[src/rtl/tiny16_pkg.sv]
// Shared tiny16 definitions: opcodes, instruction fields, flag indices and
// the sequencer state encoding.
package tiny16_pkg;

  localparam int unsigned DATA_W = 16;
  localparam int unsigned OP_W   = 4;
  localparam int unsigned REG_AW = 3;
  localparam int unsigned FLAG_W = 4;
  localparam int unsigned ST_W   = 2;

  localparam logic [OP_W-1:0] OP_NOP = 4'h0;
  localparam logic [OP_W-1:0] OP_LDI = 4'h1;
  localparam logic [OP_W-1:0] OP_RSV = 4'h2;
  localparam logic [OP_W-1:0] OP_ADD = 4'h3;
  localparam logic [OP_W-1:0] OP_SUB = 4'h4;
  localparam logic [OP_W-1:0] OP_MUL = 4'h5;
  localparam logic [OP_W-1:0] OP_DIV = 4'h6;
  localparam logic [OP_W-1:0] OP_AND = 4'h7;
  localparam logic [OP_W-1:0] OP_OR  = 4'h8;
  localparam logic [OP_W-1:0] OP_XOR = 4'h9;
  localparam logic [OP_W-1:0] OP_SHL = 4'hA;
  localparam logic [OP_W-1:0] OP_SHR = 4'hB;

  localparam int unsigned OP_LSB  = 12;
  localparam int unsigned RD_LSB  = 9;
  localparam int unsigned RS1_LSB = 6;
  localparam int unsigned RS2_LSB = 3;
  localparam int unsigned AR_BIT  = 2;

  localparam int unsigned FLG_O = 3;
  localparam int unsigned FLG_C = 2;
  localparam int unsigned FLG_N = 1;
  localparam int unsigned FLG_Z = 0;

  localparam logic [ST_W-1:0] ST_IDLE  = 2'd0;
  localparam logic [ST_W-1:0] ST_ISSUE = 2'd1;
  localparam logic [ST_W-1:0] ST_EXEC  = 2'd2;
  localparam logic [ST_W-1:0] ST_WB    = 2'd3;

  function automatic logic is_alu_op(input logic [OP_W-1:0] op);
    return (op >= OP_ADD) && (op <= OP_SHR);
  endfunction

endpackage

[src/rtl/regfile8x16.sv]
// 8x16 register file: one write port, two operand read ports and a debug
// read port, all reads combinational.
module regfile8x16
  import tiny16_pkg::*;
#(
  parameter int unsigned NREGS = 8
) (
  input  logic                clk,
  input  logic                rst,
  input  logic                we,
  input  logic [REG_AW-1:0]   waddr,
  input  logic [DATA_W-1:0]   wdata,
  input  logic [REG_AW-1:0]   raddr1,
  input  logic [REG_AW-1:0]   raddr2,
  output logic [DATA_W-1:0]   rdata1,
  output logic [DATA_W-1:0]   rdata2,
  input  logic [REG_AW-1:0]   dbg_addr,
  output logic [DATA_W-1:0]   dbg_data
);

  logic [DATA_W-1:0] regs [NREGS];

  always_ff @(posedge clk) begin
    if (rst) begin
      regs <= '{default: '0};
    end else if (we) begin
      regs[waddr] <= wdata;
    end
  end

  assign rdata1   = regs[raddr1];
  assign rdata2   = regs[raddr2];
  assign dbg_data = regs[dbg_addr];

endmodule

[src/rtl/alu_sequencer.sv]
// Instruction sequencer for the external ALU: decodes one instruction per
// handshake, runs the compute/latch protocol and writes the result back.
module alu_sequencer
  import tiny16_pkg::*;
#(
  parameter int unsigned NREGS = 8,
  parameter int unsigned IMM_W = 9
) (
  input  logic        clk,
  input  logic        rst,
  input  logic        instr_valid,
  output logic        instr_ready,
  input  logic [15:0] instr,
  output logic [3:0]  alu_opcode,
  output logic        alu_ar_flag,
  output logic [15:0] alu_src1,
  output logic [15:0] alu_src2,
  output logic        alu_out_en,
  input  logic [15:0] alu_out,
  input  logic [3:0]  alu_flags,
  output logic [3:0]  flags_q,
  output logic        done,
  output logic        err,
  input  logic [2:0]  dbg_addr,
  output logic [15:0] dbg_data
);

  logic [ST_W-1:0]   state, state_n;
  logic [OP_W-1:0]   op;
  logic [REG_AW-1:0] rd, rs1, rs2, rd_q;
  logic [DATA_W-1:0] rdata1, rdata2, res_q;
  logic [FLAG_W-1:0] flg_cap;
  logic              wr_q, upd_q, we;
  logic              accept, div0, dec_alu, dec_err;

  assign op  = instr[OP_LSB +: OP_W];
  assign rd  = instr[RD_LSB +: REG_AW];
  assign rs1 = instr[RS1_LSB +: REG_AW];
  assign rs2 = instr[RS2_LSB +: REG_AW];
  assign we  = (state == ST_WB) && wr_q;

  regfile8x16 #(.NREGS(NREGS)) u_regfile (
    .clk      (clk),
    .rst      (rst),
    .we       (we),
    .waddr    (rd_q),
    .wdata    (res_q),
    .raddr1   (rs1),
    .raddr2   (rs2),
    .rdata1   (rdata1),
    .rdata2   (rdata2),
    .dbg_addr (dbg_addr),
    .dbg_data (dbg_data)
  );

  // Decode and next-state; divide-by-zero is caught here so the ALU never sees it
  always_comb begin
    accept  = (state == ST_IDLE) && instr_valid;
    div0    = (op == OP_DIV) && (rdata2 == '0);
    dec_alu = is_alu_op(op) && !div0;
    dec_err = div0 || (op > OP_SHR);
    state_n = state;
    case (state)
      ST_IDLE:  if (accept) state_n = dec_alu ? ST_ISSUE : ST_WB;
      ST_ISSUE: state_n = ST_EXEC;
      ST_EXEC:  state_n = ST_WB;
      default:  state_n = ST_IDLE;
    endcase
  end

  always_ff @(posedge clk) begin
    if (rst) state <= ST_IDLE;
    else     state <= state_n;
  end

  always_ff @(posedge clk) begin
    if (rst) begin
      instr_ready <= 1'b1;
      alu_opcode  <= '0;
      alu_ar_flag <= 1'b0;
      alu_src1    <= '0;
      alu_src2    <= '0;
      alu_out_en  <= 1'b0;
      flags_q     <= '0;
      done        <= 1'b0;
      err         <= 1'b0;
      rd_q        <= '0;
      wr_q        <= 1'b0;
      upd_q       <= 1'b0;
      res_q       <= '0;
      flg_cap     <= '0;
    end else begin
      instr_ready <= (state_n == ST_IDLE);
      alu_out_en  <= (state_n == ST_EXEC);
      done        <= (state_n == ST_WB);
      err         <= accept && dec_err;
      if (accept) begin
        rd_q  <= rd;
        wr_q  <= dec_alu || (op == OP_LDI);
        upd_q <= dec_alu;
        res_q <= DATA_W'(instr[IMM_W-1:0]);
        if (dec_alu) begin
          alu_opcode  <= op;
          alu_ar_flag <= instr[AR_BIT];
          alu_src1    <= rdata1;
          alu_src2    <= rdata2;
        end
      end
      // ALU latched on the EXEC negedge; its outputs are stable by the closing edge
      if (state == ST_EXEC) begin
        res_q   <= alu_out;
        flg_cap <= alu_flags;
      end
      if ((state == ST_WB) && upd_q) flags_q <= flg_cap;
    end
  end

endmodule

[config.mk]
export PLATFORM = sky130hd
export DESIGN_NAME = alu_sequencer
export DESIGN_NICKNAME = d
export VERILOG_FILES = /design/src/rtl/tiny16_pkg.sv /design/src/rtl/regfile8x16.sv /design/src/rtl/alu_sequencer.sv
export SDC_FILE = /design/constraint.sdc
export NUM_CORES = 1
export LEC_CHECK = 0
export CAP_MARGIN = 10
export CELL_PAD_IN_SITES_DETAIL_PLACEMENT = 1
export CELL_PAD_IN_SITES_GLOBAL_PLACEMENT = 2
export CORE_ASPECT_RATIO = 1.5
export CORE_UTILIZATION = 31
export CTS_CLUSTER_SIZE = 16
export DETAILED_ROUTE_END_ITERATION = 6
export PLACE_DENSITY = 0.7
export SKIP_LAST_GASP = 1
export SYNTH_ARGS = -nofsm -noshare
export SYNTH_HDL_FRONTEND = slang
export SYNTH_HIERARCHICAL = 1
export SYNTH_SLANG_ARGS = --single-unit
[constraint.sdc]
create_clock -name clk -period 2.6 [get_ports clk]
set_clock_uncertainty 0.2 [all_clocks]
set_input_delay 0.39 -clock clk [delete_from_list [all_inputs] [get_ports clk]]
set_output_delay 0.39 -clock clk [all_outputs]
set_load 0.1 [all_outputs]
After elaboration in Yosys (flattened, before gate mapping):

Index checks and enable logic that the tools add are counted.

* magnitude comparators: 8
* eq/ne operators: 7
* bitwise gates (word level): 4
* reduce and logical (&&, ||, !) cells: 16
* multiplexer cells: 17

Operators with widths (number)
* $bmux W16 S3: 3
* $mux W16: 9
* $bwmux W128: 1
* $demux W16 S3: 1
* $ge A4 B4 Y1 const B: 4
* $logic_not A16 Y1: 1
* $not A3 Y4: 4
* $eq A2 B2 Y1 const B: 4
* $logic_and A1 B1 Y1: 8
* $pmux W2 S3: 1
* $eq A4 B1 Y1 const B: 1
* $eq A4 B3 Y1 const B: 1
* $ge A4 B2 Y1 const B: 1
* $gt A4 B4 Y1 const B: 1
* $le A4 B4 Y1 const B: 1
* $logic_not A2 Y1: 2
* $lt A4 B1 Y1 const B: 1
* $mux W2: 2
* $eq A2 B1 Y1 const B: 1
* $logic_or A1 B1 Y1: 2
* $reduce_and A2 Y1: 1
* $reduce_bool A2 Y1: 1
* $logic_not A1 Y1: 1

* output and inout bits: 61
* word-level logic and storage cells: 75
* input port bits: 42
* bits in registers: 200

Depth between registers and ports, before layout:

* depth after elaboration: 12
* mapped depth: 12
* mapped depth without buffers: 7

Hierarchy:

Netlist, hierarchy kept.

Modules (own cells, without submodules)
* regfile8x16: times used 1, area an instance 7940.1 µm², cells an instance 763, sequential area each 2562.5 µm²
* alu_sequencer: times used 1, area an instance 3039.2 µm², cells an instance 392, sequential area each 1441.4 µm²

Worst setup path after synthesis:

No wires, ideal clock.

* path kind: input-to-reg
* from: input instr[5]
* to: register alu_opcode[2]
* path buffers: 4
* arrival: 2.600 ns
* required time: 2.329 ns
* slack: -0.271 ns
* library setup time: 0.071 ns
* stages on the path: 11
* cells stage by stage: buf_6 -> buf_12 -> mux4_1 -> mux2_2 -> nor4b_1 -> nand3_1 -> o22ai_2 -> buf_2 -> clkbuf_4 -> o21ai_0 -> a21oi_1

* word-level cells in the longest chain between the ends: 9

Ends and longest elaborated chain
* start: declaration: line alu_sequencer.sv:13 `input logic [15:0] instr,`
* $not A3 Y4 (not written as such): line regfile8x16.sv:32 `assign rdata2 = regs[raddr2];`
* $bmux W16 S3: line regfile8x16.sv:32
* $mux W16 (not written as such) (2 in series): line regfile8x16.sv:32
* named net rdata2[13]: line alu_sequencer.sv:31 `logic [DATA_W-1:0] rdata1, rdata2, res_q;`
* $logic_not A16 Y1: line alu_sequencer.sv:59 `div0 = (op == OP_DIV) && (rdata2 == '0);`
* $logic_and A1 B1 Y1: line alu_sequencer.sv:59
* $logic_not A1 Y1: line alu_sequencer.sv:60 `dec_alu = is_alu_op(op) && !div0;`
* $logic_and A1 B1 Y1: line alu_sequencer.sv:60
* $reduce_and A2 Y1 (no line)
* end signal: assignment: line alu_sequencer.sv:103 `alu_opcode <= op;`
* end: declaration: line alu_sequencer.sv:14 `output logic [3:0] alu_opcode,`

The timed path passes the listed nets, and every way through them passes these cells. The select of a mux whose other input is x is not followed.
A chain may end at the register's enable or synchronous reset.

Worst setup path after layout:

* from: input instr[5]
* to: register alu_src1[0]

* word-level cells in the longest chain between the ends: 9

Ends and longest elaborated chain
* $not A3 Y4 (not written as such): line regfile8x16.sv:32
* $bmux W16 S3: line regfile8x16.sv:32
* $mux W16 (not written as such) (2 in series): line regfile8x16.sv:32
* named net rdata2[14]: line alu_sequencer.sv:31
* $logic_not A16 Y1: line alu_sequencer.sv:59
* $logic_and A1 B1 Y1: line alu_sequencer.sv:59
* $logic_not A1 Y1: line alu_sequencer.sv:60
* $logic_and A1 B1 Y1: line alu_sequencer.sv:60
* $reduce_and A2 Y1 (no line)
* end signal: assignment: line alu_sequencer.sv:105 `alu_src1 <= rdata1;`
* end: declaration: line alu_sequencer.sv:16 `output logic [15:0] alu_src1,`

The timed path passes the listed nets, and every way through them passes these cells. The select of a mux whose other input is x is not followed.

==> metrics.md <==
| Metric | Value |
|---|---|
| Die area | 36200 um2 |
| Top routing layer used | met4 |
| Post-synthesis register bit count | 200 |
| Synth Instances | 1155 |
| Core Area | ~35000 um2 |
| Mapped Area | ~11000 um2 |
| Avg Synthesized Cell Area | 9.51 um2 |
| VDD IR max | 0.467 mV |
| Reg2reg end | alu_src1[0]$_SDFFE_PP0P_ |
| Vias | 10.1k |
| Setup CP Type | in2reg |
| Status | complete, but fails checks |
| Port bufs | 102 |
| Worst Hold Depth | 2 |
| Commonest non-fill, non-tap cells in the layout | nand2_1 (282), buf_4 (261), a21oi_1 (197) |
| TNS Setup | -2.67 ns |
| Synth warn | 6 |
| WL met1 | approximately 18000 um |
| Drt wl/cell | roughly 24 um |
| Worst Hold End | alu_src1[2]$_SDFFE_PP0P_ |
| Die W | 156 um |
| Final Hold Fails | 0 |
| Critical R2R Launch | u_regfile/regs[126]$_SDFFE_PP0P_ |
| Post-Layout Cell Count | about 1.9k |
| Dpl hpwl | 31200 um |
| # nets final | 1446 |
| Initial antenna violation count | 0 |
| WP data required | 2.79 ns |
| CP bufs+invs | 5 |
| Worst-path clk slew | 0.07 ns |
| Worst slew pin tran | 0.692 ns |
| Minimum clock period | 2.72 ns |
| Fmax | 368 MHz |
| Hold Path Class | in2reg |
| Gr ovfl total | 0 |
| Clk sinks | 200 |
| Most used cell, CP | buf_12 |
| Final setup viols | 43 |
| Initial DRC Count | 660 |
| CP max stage delay | 0.51 ns |
| RSZ-0062 raised after global routing | yes |
| Worst reg2reg path depth | 10 |
| Failing checks | setup timing |
| Die H | 232 um |
| Root buffer cell | clkbuf_16 |
| Crit-path cells | clkbuf_4 > buf_12 > mux4_2 > mux2_4 > nor4b_4 > nand3_2 > o22ai_4 > buf_12 > buf_4 > clkbuf_16 > o21ai_1 > a21oi_1 |
| Hold path start | rst |
| First-pass GRT wire length | 66200 um |
| Total CTS buffers | 17 |
| Crit path max fanout | 14 |
| Critical path depth | 12 |
| Ratio of cells with drive above 1 in the final layout | 33.4% |
| Synth-to-layout area growth | 35.2% |
| Largest net degree at the start of global routing | a little over 70 |
| Total power density per cell area | 528 nW/um2 |
| Met2 WL post-DR | approximately 23000 um |
| Final WL | 45400 um |
| Endpoint class of the critical path | register |
| I/O pin count | 103 |
| Total power | 7.84 mW |
| Critical path's top delay family | multiplexers |
| Final WS setup | -0.116 ns |
| Yosys cell types | 43 |
| CTS tree | yes |
| Diodes inserted | 0 |
| Post-Syn Nets | 1201 |
| Final slew viol count | 0 |
| Pre-antenna DRT Iters | 5 |
| Slew margin rel. | between 50% and 60% |
| CP max-delay cell | mux4_2 |
| Vias in the first global route | between 10k and 15k |
| Fin crit share | 104% |
| RD Place Congestion | 0.828 |
| Arrival time worst endpoint | 2.91 ns |
| Setup crit start kind | input pin |
| Drt drc | 0 |
| Clock Path Buffers | 2 |
| DR vias/cell | roughly 5.4 |
| Commonest non-fill, non-tap cell in the layout | nand2_1 |
| Max-cap violations | 0 |
| Initial Util | between 30% and 40% |
| Met3 Routed Length | 1550 um |
| Gr usage total | 25.2% |
| Dpl cells | 1823 |
| ANT nets after route | 0 |
| Leak Pwr | a little under 6 nW |
| Sequential area share after synthesis | around 36% |
| Std cell rows | 84 |
| Reg2Reg Setup Slack | -0.11 ns |
| Clock insertion delay at the later pin of the skew report | 0.47 ns |
| CTS H-tree depth | 4 |
==> registers in the layout, summed over array words and instances, names as in the netlist, 2 cells and up <==
name / flops
alu_src1: 16
res_q: 16
state: 2
flags_q: 4
rd_q: 3
flg_cap: 4
u_regfile/regs: 128
alu_opcode: 4
alu_src2: 16
==> layout make-up <==
| type | instances | area, um2 |
|---|---|---|
| clock inverters | 13 | 146 |
| fillers | 3995 | 20200 |
| clock buffers | 18 | 429 |
| inverters | 39 | 146 |
| well taps | 473 | 592 |
| flip-flops and latches | 200 | 4020 |
| repair buffers | 349 | 3300 |
| multi-input cells | 793 | 6220 |
==> kinds of logic (layout without fill, tap and decap cells) <==
family	Yosys count	count (layout)	share of synthesized area [%]
multiplexers	148	148	27.4
flip-flops	200	200	36.5
AND/OR/NAND/NOR	396	396	16.0
buffers and inverters	162	419	8.27
adder cells (fa/ha/maj)	4	4	0.456
AO/OA/AOI/OAI	245	245	11.4
==> power breakdown <==
| part | internal (mW) | switching, mW |
|---|---|---|
| logic | 0.595 | 0.986 |
| registers | 3.19 | 0.314 |
| clock network | 1.43 | 1.33 |
==> Yosys cell counts <==
cell | instances | area share [%]
a21boi_0 | 1 | 0.068
a21o_1 | 1 | 0.068
a21oi_1 | 202 | 9.2
a31o_1 | 1 | 0.080
and2_1 | 1 | 0.057
and4_1 | 1 | 0.080
and4b_1 | 3 | 0.27
and4bb_2 | 3 | 0.34
buf_1 | 4 | 0.14
buf_12 | 6 | 1.1
buf_2 | 14 | 0.64
buf_4 | 26 | 1.8
buf_6 | 9 | 0.92
clkbuf_1 | 52 | 1.8
clkbuf_2 | 10 | 0.46
clkbuf_4 | 2 | 0.14
dfxtp_1 | 200 | 36
ha_1 | 4 | 0.46
inv_1 | 39 | 1.3
mux2_2 | 48 | 4.9
mux2i_1 | 4 | 0.36
mux4_1 | 72 | 17
mux4_2 | 24 | 4.9
nand2_1 | 283 | 9.7
nand2_2 | 1 | 0.057
nand2b_1 | 1 | 0.057
nand3_1 | 17 | 0.77
nand4_1 | 1 | 0.057
nand4b_1 | 3 | 0.24
nand4bb_1 | 3 | 0.31
nor2_1 | 30 | 1.0
nor2b_1 | 2 | 0.11
nor3b_1 | 1 | 0.068
nor4_1 | 3 | 0.17
nor4b_1 | 3 | 0.24
nor4b_4 | 1 | 0.22
o21ai_0 | 28 | 1.3
o21ai_1 | 10 | 0.46
o221ai_1 | 1 | 0.080
o22ai_2 | 1 | 0.11
or2_1 | 1 | 0.057
or3_1 | 37 | 2.1
or4b_1 | 1 | 0.091
==> how the worst max path moves through the flow <==
stage / startpoint / endpoint / slack (ns)
2_1_floorplan: instr[5] / alu_src1[0]$_SDFFE_PP0P_ / -0.09
3_3_place_gp: instr[3] / alu_src1[7]$_SDFFE_PP0P_ / -0.90
4_1_cts: u_regfile/regs[109]$_SDFFE_PP0P_ / instr_ready$_SDFF_PP1_ / -0.16
3_5_place_dp: instr[3] / alu_src1[7]$_SDFFE_PP0P_ / -0.91
5_1_grt: u_regfile/regs[36]$_SDFFE_PP0P_ / instr_ready$_SDFF_PP1_ / -0.18
6_report: instr[5] / alu_src1[0]$_SDFFE_PP0P_ / -0.12
==> per-layer routing <==
layer | global-route usage [%] | up-vias
li1 | - | 4585
met1 | 29.0 | 5152
met2 | 44.2 | 289
met3 | 3.05 | 117
met4 | 15.5 | 0
met5 | 0 | -
==> metrics by stage <==
stage	hold WS (ns)	cell area [um2]	util (%)	setup slack [ns]
global route	0.220	14800	42.4	-0.182
global placement	0.254	13700	39.2	-0.898
floorplan	0.248	11000	-	-0.0887
CTS	0.184	14500	41.5	-0.158
detailed placement	0.255	13700	39.2	-0.907
finish	0.188	14800	42.4	-0.116
==> repair_timing <==
item | in CTS | in global routing
endpoints found under the hold margin | 0 | 0
setup endpoints to repair | 59 | 56
cloned | 3 | 4
gates resized for setup | 21 | 47
buffers inserted | 7 | 19
pin swaps | 11 | 16
hold buffers | 0 | 0
Note: power is estimated with default switching activity, not from simulation.
